`config.mk`:
```
export PLATFORM = sky130hd
export DESIGN_NAME = fetch_unit
export DESIGN_NICKNAME = d
export VERILOG_FILES = /design/src/rtl/fetch_unit.sv
export SDC_FILE = /design/constraint.sdc
export NUM_CORES = 1
export LEC_CHECK = 0
export CAP_MARGIN = 40
export CELL_PAD_IN_SITES_DETAIL_PLACEMENT = 0
export CELL_PAD_IN_SITES_GLOBAL_PLACEMENT = 2
export CORE_MARGIN = 3
export CORE_UTILIZATION = 25
export DETAILED_ROUTE_END_ITERATION = 7
export HOLD_SLACK_MARGIN = 0.12
export PLACE_DENSITY_LB_ADDON = 0.1
export REMOVE_ABC_BUFFERS = 1
export SLEW_MARGIN = 20
export SYNTH_ARGS = -nofsm -noshare
export SYNTH_HDL_FRONTEND = slang
export SYNTH_SLANG_ARGS = --single-unit
```
`constraint.sdc`:
```
create_clock -name clk -period 1.55 [get_ports clk]
set_input_delay 0.31 -clock clk [delete_from_list [all_inputs] [get_ports clk]]
set_output_delay 0.31 -clock clk [all_outputs]
set_load 0.02 [all_outputs]
```
`src/rtl/fetch_unit.sv`:
```
// RV32 instruction-fetch front end: owns the PC, reads a combinational imem and
// presents {pc, instr} to decode through a one-entry valid/ready output slot.
module fetch_unit #(
  parameter int ADDR_W   = 12,
  parameter int RESET_PC = 0,
  parameter int CNT_W    = 16
) (
  input  logic              clk,
  input  logic              rst_n,
  output logic [ADDR_W-1:0] imem_addr,
  input  logic [31:0]       imem_data,
  input  logic              redirect_valid,
  input  logic [ADDR_W-1:0] redirect_pc,
  input  logic              flush,
  output logic              out_valid,
  input  logic              out_ready,
  output logic [31:0]       out_instr,
  output logic [ADDR_W-1:0] out_pc,
  output logic              halted,
  output logic              misalign_err,
  output logic [CNT_W-1:0]  fetch_count
);

  // state | meaning
  // BOOT  | one idle cycle after reset, no fetch
  // RUN   | fetching, slot loads whenever it is empty or being drained
  // HALT  | zero word or last address fetched; waits for an aligned redirect
  typedef enum logic [1:0] {BOOT, RUN, HALT} state_t;

  localparam logic [ADDR_W-1:0] LAST_PC = {{(ADDR_W-2){1'b1}}, 2'b00};

  state_t             state, state_nxt;
  logic [ADDR_W-1:0]  pc, pc_nxt;
  logic               valid_nxt;
  logic [31:0]        instr_nxt;
  logic [ADDR_W-1:0]  opc_nxt;
  logic               redir_ok, redir_bad, load, handshake;

  assign imem_addr = pc;
  assign halted    = (state == HALT);
  assign handshake = out_valid & out_ready;
  assign redir_ok  = redirect_valid & (redirect_pc[1:0] == 2'b00);
  assign redir_bad = redirect_valid & (redirect_pc[1:0] != 2'b00);
  assign load      = (state == RUN) & (!out_valid | out_ready) & !redir_ok & !flush;

  always_comb begin
    state_nxt = state;
    pc_nxt    = pc;
    valid_nxt = out_valid;
    instr_nxt = out_instr;
    opc_nxt   = out_pc;
    if (redir_ok) begin
      pc_nxt    = redirect_pc;
      valid_nxt = 1'b0;
      state_nxt = RUN;
    end else if (flush) begin
      valid_nxt = 1'b0;
      if (state == BOOT) state_nxt = RUN;
    end else begin
      if (state == BOOT) state_nxt = RUN;
      if (load) begin
        instr_nxt = imem_data;
        opc_nxt   = pc;
        valid_nxt = 1'b1;
        // the last word never advances the PC, so no wrap-around is possible
        pc_nxt    = (pc == LAST_PC) ? pc : pc + ADDR_W'(4);
        if (imem_data == 32'h0 || pc == LAST_PC) state_nxt = HALT;
      end else if (out_ready) begin
        valid_nxt = 1'b0;
      end
    end
  end

  always_ff @(posedge clk or negedge rst_n) begin
    if (!rst_n) begin
      state        <= BOOT;
      pc           <= ADDR_W'(RESET_PC);
      out_valid    <= 1'b0;
      out_instr    <= 32'h0;
      out_pc       <= '0;
      misalign_err <= 1'b0;
      fetch_count  <= '0;
    end else begin
      state     <= state_nxt;
      pc        <= pc_nxt;
      out_valid <= valid_nxt;
      out_instr <= instr_nxt;
      out_pc    <= opc_nxt;
      if (redir_bad) misalign_err <= 1'b1;
      if (handshake && fetch_count != {CNT_W{1'b1}})
        fetch_count <= fetch_count + CNT_W'(1);
    end
  end

endmodule

```
# [After elaboration in Yosys (flattened, before gate mapping)]
# Cells that the tools add are included.
[totals] register_bits=76 input_bits=49 output_inout_bits=75 elab_cells=50
[op_classes] add_sub_neg=2 eq_ne=6 mux=13 bitwise_logic=9 n_reduce_logical=13
[op_table] cell="$mux W12" count=4
[op_table] cell="$logic_not A32 Y1" count=1
[op_table] cell="$add A16 B1 Y16 const B" count=1
[op_table] cell="$ne A16 B16 Y1 const B" count=1
[op_table] cell="$add A12 B3 Y12 const B" count=1
[op_table] cell="$eq A12 B12 Y1 const B" count=1
[op_table] cell="$mux W2" count=5
[op_table] cell="$and A1 B1 Y1" count=6
[op_table] cell="$reduce_and A3 Y1" count=2
[op_table] cell="$logic_not A2 Y1" count=2
[op_table] cell="$mux W1" count=4
[op_table] cell="$reduce_bool A2 Y1" count=2
[op_table] cell="$reduce_bool A4 Y1" count=1
[op_table] cell="$logic_not A1 Y1" count=3
[op_table] cell="$eq A2 B1 Y1 const B" count=1
[op_table] cell="$eq A2 B2 Y1 const B" count=1
[op_table] cell="$ne A2 B1 Y1 const B" count=1
[op_table] cell="$ne A2 B2 Y1 const B" count=1
[op_table] cell="$not A1 Y1" count=2
[op_table] cell="$logic_and A1 B1 Y1" count=1
[op_table] cell="$logic_or A1 B1 Y1" count=1
[op_table] cell="$or A1 B1 Y1" count=1

# [Logic depth before layout (Yosys ltp)]
[depth] ltp_word=8 mapped_depth=7 depth_no_buf=5

# [Worst setup path after synthesis]
# No wires, ideal clock.
[synth_path] kind="register -> register" from="register pc[1], in the netlist imem_addr[1]" to="register state[0]" setup_ns=0.141 arrival_time_ns=1.609 required_ns=1.409 path_slack_ns=-0.201 path_stages_with_launch=5 path_buffers=0 synth_period_minus_slack_ns=1.751 path_cell_list="dfrtp_1 -> or3b_4 -> or4_4 -> nor2_2 -> o31ai_1"
[synth_via] elab_chain_cells=6
[synth_lines] item="start, declared" line="33" text="logic [ADDR_W-1:0] pc, pc_nxt;"
[synth_lines] item="start signal, assigned" line="77" text="pc <= ADDR_W'(RESET_PC);"
[synth_lines] item="start signal, assigned" line="85" text="pc <= pc_nxt;"
[synth_lines] item="$eq A12 B12 Y1" line="67" text="if (imem_data == 32'h0 || pc == LAST_PC) state_nxt = HALT;"
[synth_lines] item="$logic_or A1 B1 Y1" line="67"
[synth_lines] item="$mux W2" line="67"
[synth_lines] item="$mux W2" line="61" text="if (load) begin"
[synth_lines] item="$mux W2" line="56" text="end else if (flush) begin"
[synth_lines] item="$mux W2" line="52" text="if (redir_ok) begin"
[synth_lines] item="via state_nxt[0]" line="32" text="state_t state, state_nxt;"
[synth_lines] item="end signal, assigned" line="84" text="state <= state_nxt;"
[synth_lines] item="end, declared" line="32"
# The timed path passes the listed nets, and every way through them passes these cells.
# A chain may end at the register's enable or synchronous reset.

# [Worst setup path after layout]
[layout_path] from="register pc[2], in the netlist imem_addr[2]" to="register state[0]"
# Same word-level chain as after synthesis.

==> run summary <==
I/O pin total: 124
Hold WS: 348 ps
critical path launch point type: flop
Die Ht: 123 um
IO Port Bufs: 123
Slew HR: 70.5%
Post-synth EDFFs: 0
Synth Instances: 281
clk_lat worst skew: 340 ps
worst r2r src: imem_addr[2]
CTS Root Cell: clkbuf_16
drt drc: 0
Internal: 4.84 mW
Async S/R FF share, synth: 100%
Starting Density: 26.3%
critical-path cell list: buf_6 > ha_4 > nand2_4 > buf_6 > or4_4 > nor2_4 > o31ai_2
Worst Setup End Kind: flop
unrepaired setup endpoints after global routing: yes
HPWL Detailed: 7200 um
Die W: 123 um
P&R area growth vs syn: 75.4%
grt total ovfl: 0
Yosys warning count: 0
pin count of the biggest net entering global routing: 77
hold path cells: 2
Final Cycle Share: 107%
synthesized flop and latch total: 76
RD Place Congestion: 0.777
number of global-route vias before repair: 3215
combinational share of power: 35.0%
Leak: 2.74 nW
Max Cap Viol: 0
failing checks: negative setup slack
first-pass GRT wire length: 16800 um
Initial DRT Pass Iterations: 4
placed cell count: 631
Met2 Routed Length: 4620 um
CTS max path bufs: 2
row cnt: 41
Total Nets Final: 540
final wirelength: 10400 um
Worst Tran Pin Value: 442 ps
peak supply drop: 0.449 mV
DRT iter0 DRCs: 93
crit-path most repeated cell: buf_6
CP top delay family: simple AND/OR/NAND/NOR gates
Sink Count: 76
Hold Crit Start: flush
max layer used: met5
Critical Path RT: 1760 ps
Antenna diodes: 0
sequential power share: 36.3%
Num CTS Buffers: 9
Clock H-tree levels: 3
Worst Skew: 6.04 ps
die area: 15000 um2
clock transition at the registers of the reported paths: 60 ps
CP max FO: 3
Seq/Total Area, Yosys: 56.0%
Cell variety after synth: 40
post-route insts no fill: 665
wl on met1: 4700 um
FF-to-FF path depth: 7
PwrDens: 1190 nW/um2
WP data arrival: 1870 ps
count of final hold-check violations: 0
vias per cell: 4.59
Clk network pwr share: 28.7%
fmax: 600 MHz
met3 wire length: 895 um
vias: 3052
GR Util All Layers: 14.7%
worst-path cell with the longest stage delay: or4_4
WS Path Type: reg -> reg
Net Sw Frac: 31.9%
crit path buf inv count: 2
crit path from: imem_addr[2]
initial antenna violation count: 1
Main synth FF type: dfrtp_1
CP peak stage delay: 550 ps
Core Region: 12900 um2
worst hold path class: in -> reg
final setup vio count: 45
post-DR wirelength/cell: 15.7 um
Period minus WS final: 1670 ps
Slew Limit Fails: 0
Psw: 2.26 mW
final worst setup slack: -116 ps
Post-Syn Area: 3390 um2
CP Depth: 7
syn_area_per_cell: 12.1 um2
ratio of cells with drive above 1 in the final layout: 34.1%
CTS tree: done
status: complete, but fails checks
Post-DRT Antenna Nets: 0
path summary, 6_finish.rpt:
path / end / slack [ps]
max: state[0] / -120
min: out_valid / 350
max reg2reg: state[0] / -120
min reg2reg: misalign_err / 460
max in group asynchronous: out_instr[6] / 660
min in group asynchronous: fetch_count[6] / 520
synth_stat cells (2+ instances only):
cell type | instances | area (um2)
a211oi_1 | 3 | 22.5
a21oi_1 | 6 | 30.0
a31oi_1 | 11 | 68.8
and2_1 | 6 | 37.5
and3_1 | 4 | 25.0
buf_2 | 3 | 15.0
buf_4 | 3 | 22.5
clkbuf_1 | 5 | 18.8
dfrtp_1 | 76 | 1900
ha_1 | 2 | 25.0
inv_1 | 7 | 26.3
mux2_2 | 44 | 495
mux2i_1 | 3 | 30.0
nand2_1 | 11 | 41.3
nand2b_1 | 5 | 31.3
nand3_1 | 12 | 60.1
nand4_1 | 10 | 62.6
nor2_1 | 14 | 52.6
nor3_1 | 3 | 15.0
nor4_1 | 8 | 50.1
o21ai_0 | 7 | 35.0
o31a_1 | 2 | 17.5
o31ai_1 | 7 | 52.6
or3_1 | 3 | 18.8
or4_1 | 4 | 30.0
xnor2_1 | 3 | 26.3
xor2_1 | 6 | 52.6
layer usage:
metal | track usage (%) | vias up
met5 | 0 | -
met4 | 6.23 | 2
met3 | 6.08 | 20
met1 | 19.1 | 1466
met2 | 21.6 | 97
li1 | - | 1467
layout make-up:
| type | instances | area, um2 |
|---|---|---|
| clock inverter | 1 | 5.00 |
| fill | 1276 | 6970 |
| tap | 172 | 215 |
| sequential | 76 | 1900 |
| inverter | 7 | 26.3 |
| clock buffer | 14 | 284 |
| multi-input combinational | 187 | 1550 |
| timing repair buffer | 208 | 1970 |
through the flow:
stage	power, mW	setup WS [ps]	cell area [um2]	util, %	TNS [ps]
after global routing	7.51	-198	5950	46.1	-4860
final	7.10	-116	5950	46.1	-2050
after CTS	7.15	-193	5880	45.5	-4350
after floorplan	3.68	-1200	3340	-	-56130
after global placement	5.11	-569	5310	41.1	-28840
after detailed placement	5.13	-604	5310	41.1	-29240
cells in the final DEF, fill, tap and decap left out, types with 4 or more instances in the layout:
cell,Yosys,final
nand3_1,12,9
o21ai_0,7,4
clkdlybuf4s50_1,0,42
clkdlybuf4s15_1,0,7
nand4_1,10,10
dfrtp_1,76,75
nor2_1,14,14
dlygate4sd2_1,0,70
and2_1,6,6
buf_12,0,7
o31ai_1,7,5
nand2_1,11,8
and3_1,4,4
mux2_2,44,38
inv_1,7,7
clkbuf_16,0,10
mux2_4,0,6
a31oi_1,11,11
nand2b_1,5,4
nor4_1,8,8
a21oi_1,6,6
buf_4,3,66
xor2_1,6,6
clkbuf_8,0,4
buf_6,0,8
flip-flops by register name, indices dropped and copies added, names as in the netlist:
name and count:
fetch_count 16, imem_addr 12, misalign_err 1, out_instr 32, out_pc 12, out_valid 1, state 2
cell families (layout without fill, tap and decap cells):
family / Yosys count / in the layout / share of synthesized area (%)
buf+inv: 18 / 230 / 2.43
xor+xnor: 9 / 9 / 2.32
fa+ha+maj: 2 / 2 / 0.737
simple gates: 89 / 89 / 15.3
compound gates: 40 / 40 / 7.70
flops: 76 / 76 / 56.0
mux: 47 / 47 / 15.5
power groups by stage:
stage	clock network, mW	registers, mW	logic [mW]
3_3_place_gp	0	2.58	2.53
3_5_place_dp	0	2.59	2.53
2_1_floorplan	0	3.12	0.566
6_report	2.03	2.58	2.49
4_1_cts	2.11	2.57	2.47
5_1_grt	2.19	2.62	2.70
repair_timing:
item	4_1_cts	5_1_grt
cloned	6	1
pin swaps	14	12
hold buffers	1	0
endpoints found under the hold margin	76	0
endpoints found under the setup margin	129	62
setup buffers	8	7
resized for setup	112	29
Power figures use the tool's default switching activity.
